### src/rtl/seq_add32_pkg.sv
// Shared ALU definitions for the byte-serial adder.
//   state_e   : sequencer state encoding (IDLE/BUSY/DONE)
//   SliceW    : width of the reused adder slice
//   alu_op_e  : add/subtract op-code
package seq_add32_pkg;

  localparam int unsigned SliceW = 8;

  typedef enum logic [1:0] {
    StIdle = 2'd0,
    StBusy = 2'd1,
    StDone = 2'd2
  } state_e;

  typedef enum logic {
    OpAdd = 1'b0,
    OpSub = 1'b1
  } alu_op_e;

endpackage

### src/rtl/add8.sv
// 8-bit carry-lookahead adder slice.
// Ports:
//   a, b  : 8-bit operands
//   c_1   : carry into bit 0
//   s     : 8-bit sum
//   c7    : carry out of bit 7
module add8 (
  input  logic [7:0] a,
  input  logic [7:0] b,
  input  logic       c_1,
  output logic [7:0] s,
  output logic       c7
);

  logic [7:0] g;
  logic [7:0] p;
  logic [8:0] c;
  logic       acc;
  logic       prod;

  assign g = a & b;
  assign p = a ^ b;

  // Each carry is the flat sum-of-products over all lower generate/propagate terms,
  // so no carry depends on another carry.
  always_comb begin
    c    = '0;
    acc  = 1'b0;
    prod = 1'b0;
    c[0] = c_1;
    for (int i = 0; i < 8; i++) begin
      acc  = g[i];
      prod = p[i];
      for (int j = i - 1; j >= 0; j--) begin
        acc  = acc | (prod & g[j]);
        prod = prod & p[j];
      end
      acc      = acc | (prod & c_1);
      c[i + 1] = acc;
    end
  end

  assign s  = p ^ c[7:0];
  assign c7 = c[8];

endmodule

### src/rtl/seq_add32.sv
// Multi-cycle WIDTH-bit add/subtract unit. One 8-bit CLA slice is reused once per
// byte, least-significant byte first, with the carry registered between cycles.
// Build option: define SEQ_ADD_FLAGS_EN to add registered zero/negative/overflow flags.
// Ports:
//   clk, rst_n            : clock, synchronous active-low reset
//   in_valid/in_ready     : operand handshake
//   in_a, in_b, in_sub    : operands and op select (1 = A-B)
//   out_valid/out_ready   : result handshake
//   out_sum, out_cout     : result and raw carry out (subtract: 1 = no borrow)
//   out_zero/neg/ovf      : result flags (SEQ_ADD_FLAGS_EN only)
module seq_add32
  import seq_add32_pkg::*;
#(
  parameter int unsigned WIDTH = 32
) (
  input  logic             clk,
  input  logic             rst_n,
  input  logic             in_valid,
  output logic             in_ready,
  input  logic [WIDTH-1:0] in_a,
  input  logic [WIDTH-1:0] in_b,
  input  logic             in_sub,
  output logic             out_valid,
  input  logic             out_ready,
  output logic [WIDTH-1:0] out_sum,
`ifdef SEQ_ADD_FLAGS_EN
  output logic             out_zero,
  output logic             out_neg,
  output logic             out_ovf,
`endif
  output logic             out_cout
);

  localparam int unsigned NB = WIDTH / SliceW;
  localparam int unsigned CW = (NB > 1) ? $clog2(NB) : 1;

  if ((WIDTH % SliceW) != 0 || WIDTH < SliceW) begin : g_bad_width
    $error("seq_add32: WIDTH must be a multiple of 8 and at least 8");
  end

  state_e            state_q, state_d;
  logic [WIDTH-1:0]  op_a_q, op_a_d;
  logic [WIDTH-1:0]  op_b_q, op_b_d;
  logic [WIDTH-1:0]  sum_q, sum_d;
  logic              carry_q, carry_d;
  logic              cout_q, cout_d;
  logic [CW-1:0]     k_q, k_d;

  alu_op_e           op;
  logic [WIDTH-1:0]  a_shift;
  logic [WIDTH-1:0]  b_shift;
  logic [SliceW-1:0] slice_a;
  logic [SliceW-1:0] slice_b;
  logic [SliceW-1:0] slice_s;
  logic              slice_c;
  logic              last_byte;

  assign op = alu_op_e'(in_sub);

  // Current byte of each operand lands in the low slice of the shifted value.
  assign a_shift   = op_a_q >> (32'(k_q) * SliceW);
  assign b_shift   = op_b_q >> (32'(k_q) * SliceW);
  assign slice_a   = a_shift[SliceW-1:0];
  assign slice_b   = b_shift[SliceW-1:0];
  assign last_byte = (k_q == CW'(NB - 1));

  add8 u_slice (
    .a   (slice_a),
    .b   (slice_b),
    .c_1 (carry_q),
    .s   (slice_s),
    .c7  (slice_c)
  );

  always_comb begin
    state_d = state_q;
    op_a_d  = op_a_q;
    op_b_d  = op_b_q;
    sum_d   = sum_q;
    carry_d = carry_q;
    cout_d  = cout_q;
    k_d     = k_q;
    unique case (state_q)
      StIdle: begin
        if (in_valid) begin
          op_a_d  = in_a;
          // Subtract as A + ~B + 1: the +1 rides in on the initial carry.
          op_b_d  = (op == OpSub) ? ~in_b : in_b;
          carry_d = (op == OpSub);
          k_d     = '0;
          state_d = StBusy;
        end
      end
      StBusy: begin
        for (int unsigned i = 0; i < NB; i++) begin
          if (k_q == CW'(i)) begin
            sum_d[i*SliceW +: SliceW] = slice_s;
          end
        end
        carry_d = slice_c;
        if (last_byte) begin
          cout_d  = slice_c;
          k_d     = '0;
          state_d = StDone;
        end else begin
          k_d = k_q + CW'(1);
        end
      end
      StDone: begin
        if (out_ready) begin
          state_d = StIdle;
        end
      end
      default: state_d = StIdle;
    endcase
  end

  always_ff @(posedge clk) begin
    if (!rst_n) begin
      state_q <= StIdle;
      op_a_q  <= '0;
      op_b_q  <= '0;
      sum_q   <= '0;
      carry_q <= 1'b0;
      cout_q  <= 1'b0;
      k_q     <= '0;
    end else begin
      state_q <= state_d;
      op_a_q  <= op_a_d;
      op_b_q  <= op_b_d;
      sum_q   <= sum_d;
      carry_q <= carry_d;
      cout_q  <= cout_d;
      k_q     <= k_d;
    end
  end

  assign in_ready  = (state_q == StIdle);
  assign out_valid = (state_q == StDone);
  assign out_sum   = sum_q;
  assign out_cout  = cout_q;

`ifdef SEQ_ADD_FLAGS_EN
  logic zero_q, neg_q, ovf_q;
  logic flag_load;

  // Flags are captured from the fully assembled sum on the final byte edge.
  assign flag_load = (state_q == StBusy) && last_byte;

  always_ff @(posedge clk) begin
    if (!rst_n) begin
      zero_q <= 1'b0;
      neg_q  <= 1'b0;
      ovf_q  <= 1'b0;
    end else if (flag_load) begin
      zero_q <= (sum_d == '0);
      neg_q  <= sum_d[WIDTH-1];
      ovf_q  <= (op_a_q[WIDTH-1] == op_b_q[WIDTH-1]) && (sum_d[WIDTH-1] != op_a_q[WIDTH-1]);
    end
  end

  assign out_zero = zero_q;
  assign out_neg  = neg_q;
  assign out_ovf  = ovf_q;
`else
  // Flag ports and their registers are not built.
`endif

endmodule

### config.mk
export PLATFORM = sky130hd
export DESIGN_NAME = seq_add32
export DESIGN_NICKNAME = d
export VERILOG_FILES = /design/src/rtl/seq_add32_pkg.sv /design/src/rtl/add8.sv /design/src/rtl/seq_add32.sv
export SDC_FILE = /design/constraint.sdc
export NUM_CORES = 1
export LEC_CHECK = 0
export ABC_AREA = 1
export CAP_MARGIN = 20
export CORE_ASPECT_RATIO = 1.4
export CORE_UTILIZATION = 30
export DETAILED_ROUTE_END_ITERATION = 8
export MAX_ROUTING_LAYER = met4
export SYNTH_ARGS = -nofsm -noshare
export SYNTH_HDL_FRONTEND = slang
export SYNTH_SLANG_ARGS = --single-unit
### constraint.sdc
create_clock -name clk -period 3.45 [get_ports clk]
set_input_delay 0.5175 -clock clk [delete_from_list [all_inputs] [get_ports clk]]
set_output_delay 0.5175 -clock clk [all_outputs]
set_load 0.03 [all_outputs]
==> metrics.md, run 1 <==
| Metric | Value |
|---|---|
| R2r setup slk | `0.85 ns` |
| Antenna Cells | `0` |
| Syn Nets | `702` |
| Crit path launch | `k_q[0]` |
| Fin cells | `905` |
| DP Cell Count | `889` |
| CTS Root Buffer Type | `clkbuf_16` |
| Number of synthesized flops with an enable pin | `0` |
| Synth area leaders | `dfxtp_1 42%, nor2_1 9.9%, o21ai_0 8.5%` |
| Critical Path Sink Type | `register` |
| Port Buf Inserts | `103` |
| Tmin final | `2.60 ns` |
| Postcts setup bufs | `0` |
| YS warnings | `0` |
| Average vias per placed instance | `4.63` |
| Ys flop type | `dfxtp_1` |
| Final Hold Viols | `0` |
| Outcome | `complete, no violations` |
| Int Power | `2.23 mW` |
| Arrival time worst endpoint | `2.84 ns` |
| Sw Ratio | `0.288` |
| Sequential Power Share | `0.420` |
| Number of buffers created by CTS | `9` |
| Post-DRT Antenna Nets | `0` |
| Finished Core Util | `0.393` |
| Sw Pwr | `901 uW` |
| Layout area overhead | `28.9%` |
| Placed Area | `5990 um^2` |
| Final setup vio count | `0` |
| Fraction of layout cells with a size suffix above 1 | `0.0680` |
| Dpl hpwl | `8990 um` |
| Reg-to-Reg Start | `k_q[0]` |
| P_leak | `2.62 nW` |
| Simple-gate share of the synthesized area | `0.171` |
| Hold Crit Start | `op_b_q[0]` |
| FMAX | `385 MHz` |
| RSZ-0062 raised after global routing | `false` |
| Worst-Margin Slew | `0.874 ns` |
| Row Count | `55` |
| Clock sinks | `102` |
| Slew margin rel. | `0.418` |
| Initial antenna violation count | `0` |
| Residual DRC | `0` |
| Die X | `110 um` |
| CP Data Required Time | `3.69 ns` |
| Slew Limit Fails | `0` |
| Clock power share | `0.356` |
| Netlist cell types | `37` |
| GPL Wtd Cong | `0.851` |
| Power, Total | `3.13 mW` |
| Hold Crit Depth | `2` |
| Most common cell in the netlist | `nor2_1` |
| Overall Global Routing Usage | `0.154` |
| Vias in the first global route | `3,911` |
| First-pass GRT wire length | `19,400 um` |
| Full die area | `16,900 um^2` |
| Starting Density | `0.305` |
| Adder-Cell Fraction of Synth Area | `0.0347` |
| Reg-to-reg endpoint | `out_sum[23]` |
| Initial DRC count | `275` |
| NumNets Final | `783` |
| Critical Path Start Type | `register` |
| Clock transition at path regs | `0.07 ns` |
| Clock Path Buffers | `2` |
| Final Skew | `0.00925 ns` |
| Die height | `153 um` |
| Register area share after synthesis | `0.416` |
| Min-Delay Endpoint | `op_b_q[0]` |
| Post-synthesis compound-gate area fraction | `0.221` |
| Drt wl/cell | `13.3 um` |
| Insertion delay to the later sink of the worst-skew pair | `0.35 ns` |
| CP Max Fanout | `18` |
| Register bit total from synthesis | `102` |
| Setup TNS | `0 ns` |
| Crit Path Category | `reg2reg` |
| Fillers | `1,670` |
| Power Density | `495 nW/um^2` |
| Async S/R FF share, synth | `0` |
| Average size of a mapped cell | `7.91 um^2` |
| R2R depth | `15` |
| Final Instance Area | `6320 um^2` |
| Post-cts hold buffer count | `0` |
| CTS tree | `done` |
| Gr ovfl total | `0` |
| Mapped Cells | `620` |
| Core ar. | `16,100 um^2` |
| Main combinational cell family by area after synthesis | `compound AO/OA/AOI/OAI gates` |
| Yosys top cell by area | `dfxtp_1` |
| Gate power share | `0.224` |
| Max-cap violation count | `0` |
| Via count | `4,188` |
| Mux contribution to synthesized area | `0` |
| Mapped cell area | `4910 um^2` |
| First-pass iteration count of the detailed router | `4` |
| H-tree depth | `3` |
| Worst Hold Class | `reg2reg` |
| Peak VDD IR | `0.267 mV` |
| Period utilisation layout | `0.753` |
| Drt total wl | `12,100 um` |
| Post_cts resized | `0` |
| Pin count of the biggest net entering global routing | `62` |
| Area share of the largest cell type after synthesis | `0.416` |
| Top cells by count, synth | `130 x nor2_1, 102 x dfxtp_1, 83 x o21ai_0` |
| Post-Synth XOR/XNOR Area | `0.0658` |
| I/O pin count | `104` |
cell usage in the layout, fill, tap and decap left out, types with 4 or more instances in the layout:
master,netlist,final
inv_1,45,45
o21ai_0,83,83
o21a_1,13,13
o22ai_1,14,14
buf_4,1,7
clkbuf_16,0,9
nand3_1,25,25
nor2_1,130,130
nand2_1,35,35
o21bai_1,13,13
clkdlybuf4s50_1,0,101
ha_1,12,12
dfxtp_1,102,102
xnor2_1,31,31
a211oi_2,7,7
a211oi_1,24,24
xor2_1,4,4
a21oi_1,17,17
nand2_4,5,5
how the worst max path moves through the flow:
stage | to | slack (ns) | cells past startpoint
2_1_floorplan | out_sum[13] | 1.28 | 13
3_3_place_gp | out_sum[5] | 0.89 | 13
3_5_place_dp | out_sum[5] | 0.87 | 13
4_1_cts | out_sum[5] | 0.85 | 13
5_1_grt | out_sum[5] | 0.51 | 13
6_report | out_sum[23] | 0.85 | 15
power groups by stage:
| stage | clock [mW] | sequential [mW] | combinational [mW] |
|---|---|---|---|
| CTS | 1.14 | 1.32 | 0.710 |
| floorplan | 0 | 1.36 | 0.453 |
| finish | 1.11 | 1.32 | 0.701 |
| global placement | 0 | 1.34 | 0.706 |
| global route | 1.20 | 1.33 | 0.783 |
| detailed placement | 0 | 1.34 | 0.707 |
logic make-up after synthesis:
family          after synthesis
simple gates                201
fa+ha+maj                    13
compound gates              175
xor+xnor                     36
buf+inv                      93
flops                       102
per-stage QoR:
stage,worst slack [ns],hold WS [ns]
6_report,0.853,0.453
5_1_grt,0.512,0.509
4_1_cts,0.853,0.457
3_5_place_dp,0.869,0.448
3_3_place_gp,0.891,0.447
2_1_floorplan,1.28,0.430
worst max-delay path: stages (launching register included):
cell,delay (ns)
dfxtp_1,0.31
inv_1,0.34
buf_4,0.29
o21ai_0,0.09
o22ai_1,0.23
ha_1,0.34
a21oi_1,0.20
nand2_1,0.08
nor2_1,0.11
nand2_2,0.10
nand2_1,0.08
nand2_1,0.06
nand2_2,0.08
nand3_1,0.07
nand2_1,0.06
inv_1,0.03
final cells by class:
cell class              instances  area (um^2)  share of cell area
clock inverters                 4         77.6              0.0123
well taps                     199          249              0.0394
clock buffers                  12          256              0.0406
inverters                      53          209              0.0330
multi-input cells             425         2420               0.382
repair buffers                110         1070               0.170
flip-flops and latches        102         2040               0.323
per-layer routing:
metal | part of all wire | wire, um | vias up | track usage
met2 | 0.47 | 5700 | 101 | 0.244
li1 | - | - | 2214 | -
met5 | 0 | 0 | - | -
met1 | 0.46 | 5570 | 1855 | 0.190
met4 | 0.024 | 284 | 0 | 0.0758
met3 | 0.041 | 490 | 18 | 0.0205
sequential cells by signal, indices dropped and copies added (netlist names):
signal and flops:
op_b_q 32, out_cout 1, k_q 2, op_a_q 32, carry_q 1, state_q 2, out_sum 32
Power figures use the tool's default switching activity.
==> run 2: changes to the inputs <==
Clock period 3.45 ns to 2.5 ns, I/O delays scaled along.
==> run 2 against run 1 <==
Effect of this change:
- clock-buffer cell count down 3
- combinational power rose by 42%
- flip-flop and latch count did not move
- worst setup slack worse by 0.65 ns
- critical endpoint is now out_sum[5]
- highest routed layer unchanged
==> metrics.md, run 2 (synthesized netlist as in run 1, its figures left out) <==
| Metric | Value |
|---|---|
| Final setup vio count | `0 (unchanged)` |
| Number of buffers created by CTS | `9 (unchanged)` |
| Final setup margin | `0.204 ns (-0.649 ns)` |
| Antenna Cells | `0 (unchanged)` |
| Arrival time worst endpoint | `2.54 ns (-0.30 ns)` |
| Average vias per placed instance | `4.55 (-1.8%)` |
| Crit path buffers/inverters | `3 (unchanged)` |
| Slew margin rel. | `0.567 (+0.150)` |
| Dpl hpwl | `9310 um (+3.5%)` |
| Most frequent cells in the layout | `130 x nor2_1, 102 x dfxtp_1, 101 x clkdlybuf4s50_1, 83 x o21ai_0, 45 x inv_1` |
| Post-DRT Antenna Nets | `0 (unchanged)` |
| Crit path largest cell delay | `0.37 ns (+0.03 ns)` |
| Postcts setup bufs | `0 (unchanged)` |
| Clock transition at path regs | `0.07 ns (about the same)` |
| Starting Density | `0.305 (unchanged)` |
| Post_cts resized | `0 (unchanged)` |
| Crit path launch | `k_q[0]` |
| Critical Path Sink Type | `register` |
| FMAX | `436 MHz (+13%)` |
| First-pass GRT wire length | `19,600 um (+0.99%)` |
| Crit path top cell by count | `nand2_1` |
| CP Max Fanout | `16 (-2)` |
| Grt met2 use | `0.257 (+0.0131)` |
| Tmin final | `2.30 ns (-0.301 ns)` |
| Die X | `110 um (unchanged)` |
| Worst-Margin Slew | `0.649 ns (-0.225 ns)` |
| Row Count | `55 (unchanged)` |
| Commonest non-fill, non-tap cell in the layout | `nor2_1` |
| Final Hold Viols | `0 (unchanged)` |
| Sw Pwr | `1.27 mW (+40%)` |
| M1 GR Usage | `0.190 (-0.000553)` |
| NumNets Final | `793 (+1.3%)` |
| Die height | `153 um (unchanged)` |
| Post-cts hold buffer count | `0 (unchanged)` |
| Gate power share | `0.236 (+0.012)` |
| GPL Wtd Cong | `0.797 (-6.3%)` |
| Sequential Power Share | `0.432 (+0.012)` |
| Drt total wl | `12,100 um (+0.44%)` |
| Met3 Use GR | `0.0281 (+0.00768)` |
| Peak VDD IR | `0.335 mV (+26%)` |
| Gr ovfl total | `0 (unchanged)` |
| Max-cap violation count | `0 (unchanged)` |
| Power Density | `659 nW/um^2 (+33%)` |
| Reg-to-Reg Start | `k_q[0]` |
| Final Skew | `0.00522 ns (-0.00403 ns)` |
| RSZ-0062 raised after global routing | `false` |
| Clock Path Buffers | `2 (unchanged)` |
| Clock power share | `0.332 (-0.024)` |
| Initial antenna violation count | `0 (unchanged)` |
| Port Buf Inserts | `103 (unchanged)` |
| Period utilisation layout | `0.918 (+0.166)` |
| Clock sinks | `102 (unchanged)` |
| CP Cell Sequence | `inv_1, buf_4, o21ai_0, o22ai_1, ha_1, nand3_1, nor2_1, nor3_1, nand2_1, nand2_1, nand3_1, nand2_1, inv_1` |
| Pin count of the biggest net entering global routing | `59 (-4.8%)` |
| Core ar. | `16,100 um^2 (unchanged)` |
| Fraction of layout cells with a size suffix above 1 | `0.0838 (+0.0158)` |
| Residual DRC | `0 (unchanged)` |
| Crit Path Category | `reg2reg` |
| Worst Hold Class | `in2reg` |
| H-tree depth | `3 (unchanged)` |
| Layout area overhead | `30.1%` |
| Int Power | `2.94 mW (+32%)` |
| Pre-CTS setup slack | `0.189 ns (-0.679 ns)` |
| I/O pin count | `104 (unchanged)` |
| Sw Ratio | `0.301 (+0.0128)` |
| Setup TNS | `0 ns (unchanged)` |
| First-pass iteration count of the detailed router | `4 (unchanged)` |
| Outcome | `complete, no violations` |
| P_leak | `2.64 nW (+1.0%)` |
| Fillers | `1,707 (+2.2%)` |
| CTS Root Buffer Type | `clkbuf_16` |
| Slew Limit Fails | `0 (unchanged)` |
| CP Data Required Time | `2.75 ns (-0.94 ns)` |
| CP top delay family | `simple AND/OR/NAND/NOR gates` |
| Via count | `4,160 (-0.67%)` |
| Most Used Layer, Global Route | `met2` |
| Insertion delay to the later sink of the worst-skew pair | `0.34 ns (about the same)` |
| Drt wl/cell | `13.2 um (-0.66%)` |
| Worst path slowest cell | `ha_1` |
| CTS tree | `done` |
| Initial DRC count | `257 (-6.5%)` |
| Vias in the first global route | `3,912 (+0.026%)` |
| Critical Path Start Type | `register` |
| Full die area | `16,900 um^2 (unchanged)` |
| Power, Total | `4.21 mW (+34%)` |
| Hold Crit Start | `rst_n` |
| Overall Global Routing Usage | `0.155 (+0.00104)` |
[run 2: area by class of cell]
class,count,area [um^2],area share
tap,199,249,0.0390
sequential,102,2040,0.320
multi-input combinational,425,2420,0.380
clock inverter,7,75.1,0.0118
inverter,53,209,0.0327
clock buffer,9,225,0.0353
timing repair buffer,120,1160,0.182
[run 2: final timing paths]
| kind | endpoint | slack, ns | cells past startpoint |
|---|---|---|---|
| worst max-delay path | out_sum[5] | 0.20 | 13 |
| worst min-delay path | state_q[0] | 0.45 | 2 |
| worst max register to register | out_sum[5] | 0.20 | 13 |
| worst min register to register | op_b_q[0] | 0.47 | 2 |
[run 2: power by group through the flow]
stage               logic, mW  clock network, mW  registers [mW]
floorplan               0.625                  0            1.88
global placement        0.998                  0            1.86
detailed placement       1.00                  0            1.86
CTS                      1.01               1.43            1.82
global route             1.11               1.51            1.83
finish                  0.994               1.40            1.82
[run 2: through the flow]
| step | util | instance area [um^2] | instances | hold slack [ns] |
|---|---|---|---|---|
| 3_5_place_dp | 0.377 | 6080 | 899 | 0.468 |
| 4_1_cts | 0.396 | 6380 | 915 | 0.419 |
| 3_3_place_gp | 0.377 | 6080 | 899 | 0.463 |
| 6_report | 0.397 | 6380 | 915 | 0.449 |
| 2_1_floorplan | - | 4910 | 620 | 0.430 |
| 5_1_grt | 0.397 | 6380 | 915 | 0.461 |
[run 2: metal layers]
metal | wire, um | vias to the layer above
li1 | - | 2227
met1 | 5670 | 1831
met2 | 5870 | 92
met3 | 423 | 10
met4 | 144 | 0
met5 | 0 | -
==> run 3: changes to the inputs <==
Settings changed: CORE_UTILIZATION 30 to 51, PLACE_DENSITY set to 0.8.
==> run 3 against run 2 <==
Effect of this change:
- the flow now finishes with violations (DRC)
- clock power increased by 6%
- wire length decreased by 4.3%
- first-iteration DRC count is 3.5% lower
- sequential share of layout area increased by 0.32 points
- clock skew up 0.00094 ns
- cell count is 10% lower
- sequential power hardly changed
- hold slack got worse by 0.069 ns
- maximum frequency fell by 0.65%
- critical path type unchanged
==> metrics.md, run 3 (synthesized netlist as in run 1, its figures left out) <==
| Metric | Value |
|---|---|
| Port Buf Inserts | `103 (unchanged)` |
| First-pass iteration count of the detailed router | `9 (+5)` |
| Number of buffers created by CTS | `9 (unchanged)` |
| Arrival time worst endpoint | `2.55 ns (about the same)` |
| Die X | `84.9 um (-23%)` |
| Crit path buffers/inverters | `4 (+1)` |
| Min-Delay Endpoint | `carry_q` |
| Vias in the first global route | `4,189 (+7.1%)` |
| Full die area | `10,000 um^2 (-41%)` |
| Pin count of the biggest net entering global routing | `69 (+17%)` |
| Antenna Cells | `0 (unchanged)` |
| CTS Root Buffer Type | `clkbuf_16` |
| Reg-to-Reg Start | `k_q[0]` |
| WHS | `0.380 ns (-0.0693 ns)` |
| CP Max Fanout | `12 (-4)` |
| Drt wl/cell | `14.1 um (+6.4%)` |
| Grt met2 use | `0.411 (+0.154)` |
| Worst-Margin Slew | `0.540 ns (-0.109 ns)` |
| Power Density | `687 nW/um^2 (+4.2%)` |
| Critical Path Sink Type | `register` |
| Most frequent cells in the layout | `130 x nor2_1, 102 x dfxtp_1, 101 x clkdlybuf4s50_1, 82 x o21ai_0, 45 x inv_1` |
| Crit path top cell by count | `nand3_1` |
| Fraction of layout cells with a size suffix above 1 | `0.0842 (+0.000353)` |
| P_leak | `2.65 nW (+0.43%)` |
| Slew margin rel. | `0.640 (+0.0725)` |
| RSZ-0062 raised after global routing | `false` |
| Row Count | `42 (-24%)` |
| R2r setup slk | `0.19 ns (-0.02 ns)` |
| Average vias per placed instance | `5.43 (+20%)` |
| Crit path largest cell delay | `0.40 ns (+0.03 ns)` |
| Layout area overhead | `28.8%` |
| Dpl hpwl | `8310 um (-11%)` |
| Worst Hold Class | `in2reg` |
| CP Data Required Time | `2.74 ns (about the same)` |
| Hold Crit Depth | `3 (+1)` |
| Commonest non-fill, non-tap cell in the layout | `nor2_1` |
| GPL Wtd Cong | `0.936 (+17%)` |
| Period utilisation layout | `0.924 (+0.00602)` |
| Initial DRC count | `248 (-3.5%)` |
| FMAX | `433 MHz (-0.65%)` |
| Final setup margin | `0.189 ns (-0.0150 ns)` |
| Final setup vio count | `0 (unchanged)` |
| Max-cap violation count | `0 (unchanged)` |
| CTS tree | `done` |
| Overall Global Routing Usage | `0.249 (+0.0935)` |
| Tmin final | `2.31 ns (+0.0150 ns)` |
| Setup TNS | `0 ns (unchanged)` |
| Gr ovfl total | `0 (unchanged)` |
| Slew Limit Fails | `0 (unchanged)` |
| Crit Path Category | `reg2reg` |
| R2R depth | `14 (+1)` |
| Stages on worst setup path | `14 (+1)` |
| Most Used Layer, Global Route | `met2` |
| Drt total wl | `11,600 um (-4.3%)` |
| Pre-CTS setup slack | `0.157 ns (-0.0320 ns)` |
| Via count | `4,473 (+7.5%)` |
| Final Skew | `0.00616 ns (+0.000942 ns)` |
| Met3 Use GR | `0.0442 (+0.0160)` |
| Critical Path Start Type | `register` |
| Hold Crit Start | `rst_n` |
| Final Hold Viols | `0 (unchanged)` |
| NumNets Final | `791 (-0.25%)` |
| Outcome | `finished, violations left` |
| M1 GR Usage | `0.290 (+0.101)` |
| Insertion delay to the later sink of the worst-skew pair | `0.34 ns (about the same)` |
| Clock sinks | `102 (unchanged)` |
| H-tree depth | `3 (unchanged)` |
| I/O pin count | `104 (unchanged)` |
| Clock transition at path regs | `0.07 ns (about the same)` |
| Die height | `118 um (-23%)` |
| Initial antenna violation count | `0 (unchanged)` |
| Fillers | `780 (-54%)` |
| Core ar. | `9410 um^2 (-42%)` |
| Starting Density | `0.522 (+0.217)` |
| First-pass GRT wire length | `19,300 um (-1.5%)` |
| Peak VDD IR | `0.359 mV (+7.3%)` |
| CP Cell Sequence | `inv_1, buf_4, nor2_1, o22ai_1, ha_2, nand3_1, inv_1, nand3_1, nand2_2, nand2_1, nand3_1, nand3_1, nand2_1, inv_1` |
| Clock Path Buffers | `2 (unchanged)` |
| Post-DRT Antenna Nets | `0 (unchanged)` |
| Failing checks | `DRC` |
| Reg-to-reg endpoint | `out_sum[7]` |
| Worst path slowest cell | `ha_2` |
| CP top delay family | `simple AND/OR/NAND/NOR gates` |
| Residual DRC | `8 (+8)` |
run 3: cell types whose count changed in the layout (fill, tap and decap cells not counted), sizes merged:
cell | before | now
clkinv | 8 | 5
buf | 19 | 17
bufinv | 1 | 2
clkbuf | 9 | 10
run 3: final cells by class:
cell class                      count  area (um^2)  area share
Clock buffer                       10          239      0.0378
Clock inverter                      5         83.8      0.0133
Inverter                           53          213      0.0337
Multi-Input combinational cell    425         2430       0.385
Sequential cell                   102         2040       0.323
Tap cell                          110          138      0.0218
Timing Repair Buffer              118         1170       0.186
run 3: what timing repair did:
item | 4_1_cts | 5_1_grt
hold buffers | 0 | 0
setup buffers | 0 | 3
gates resized for setup | 0 | 6
endpoints found under the setup margin | 0 | 22
run 3: power by group:
group | leakage [nW] | switching (mW) | internal [mW]
Combinational | 1.66 | 0.590 | 0.436
Sequential | 0.840 | 0.0734 | 1.75
Clock | 0.151 | 0.594 | 0.900
Total | 2.65 | 1.26 | 3.08
run 3: metal layers:
metal,vias up,wire length [um]
met5,-,0
met4,0,401
met2,169,5740
met1,2049,4860
li1,2221,-
met3,34,593
run 3: how the worst max path moves through the flow:
stage                        to   start
global placement    out_sum[11]  k_q[0]
CTS                 out_sum[19]  k_q[0]
finish               out_sum[7]  k_q[0]
detailed placement  out_sum[19]  k_q[0]
global route        out_sum[20]  k_q[0]
floorplan           out_sum[13]  k_q[1]
run 3: through the flow:
| step | total power, mW | utilization | area (um^2) | std cells |
|---|---|---|---|---|
| global placement | 2.82 | 0.631 | 5930 | 804 |
| detailed placement | 2.85 | 0.631 | 5930 | 804 |
| global route | 4.54 | 0.672 | 6320 | 823 |
| CTS | 4.32 | 0.665 | 6260 | 819 |
| floorplan | 2.50 | - | 4910 | 620 |
| finish | 4.34 | 0.672 | 6320 | 823 |
run 3: worst reg2reg max path, stage by stage, from the launching register on:
cell	delay (ns)
dfxtp_1	0.38
inv_1	0.08
buf_4	0.18
nor2_1	0.18
o22ai_1	0.17
ha_2	0.40
nand3_1	0.11
inv_1	0.08
nand3_1	0.10
nand2_2	0.11
nand2_1	0.08
nand3_1	0.14
nand3_1	0.10
nand2_1	0.07
inv_1	0.03
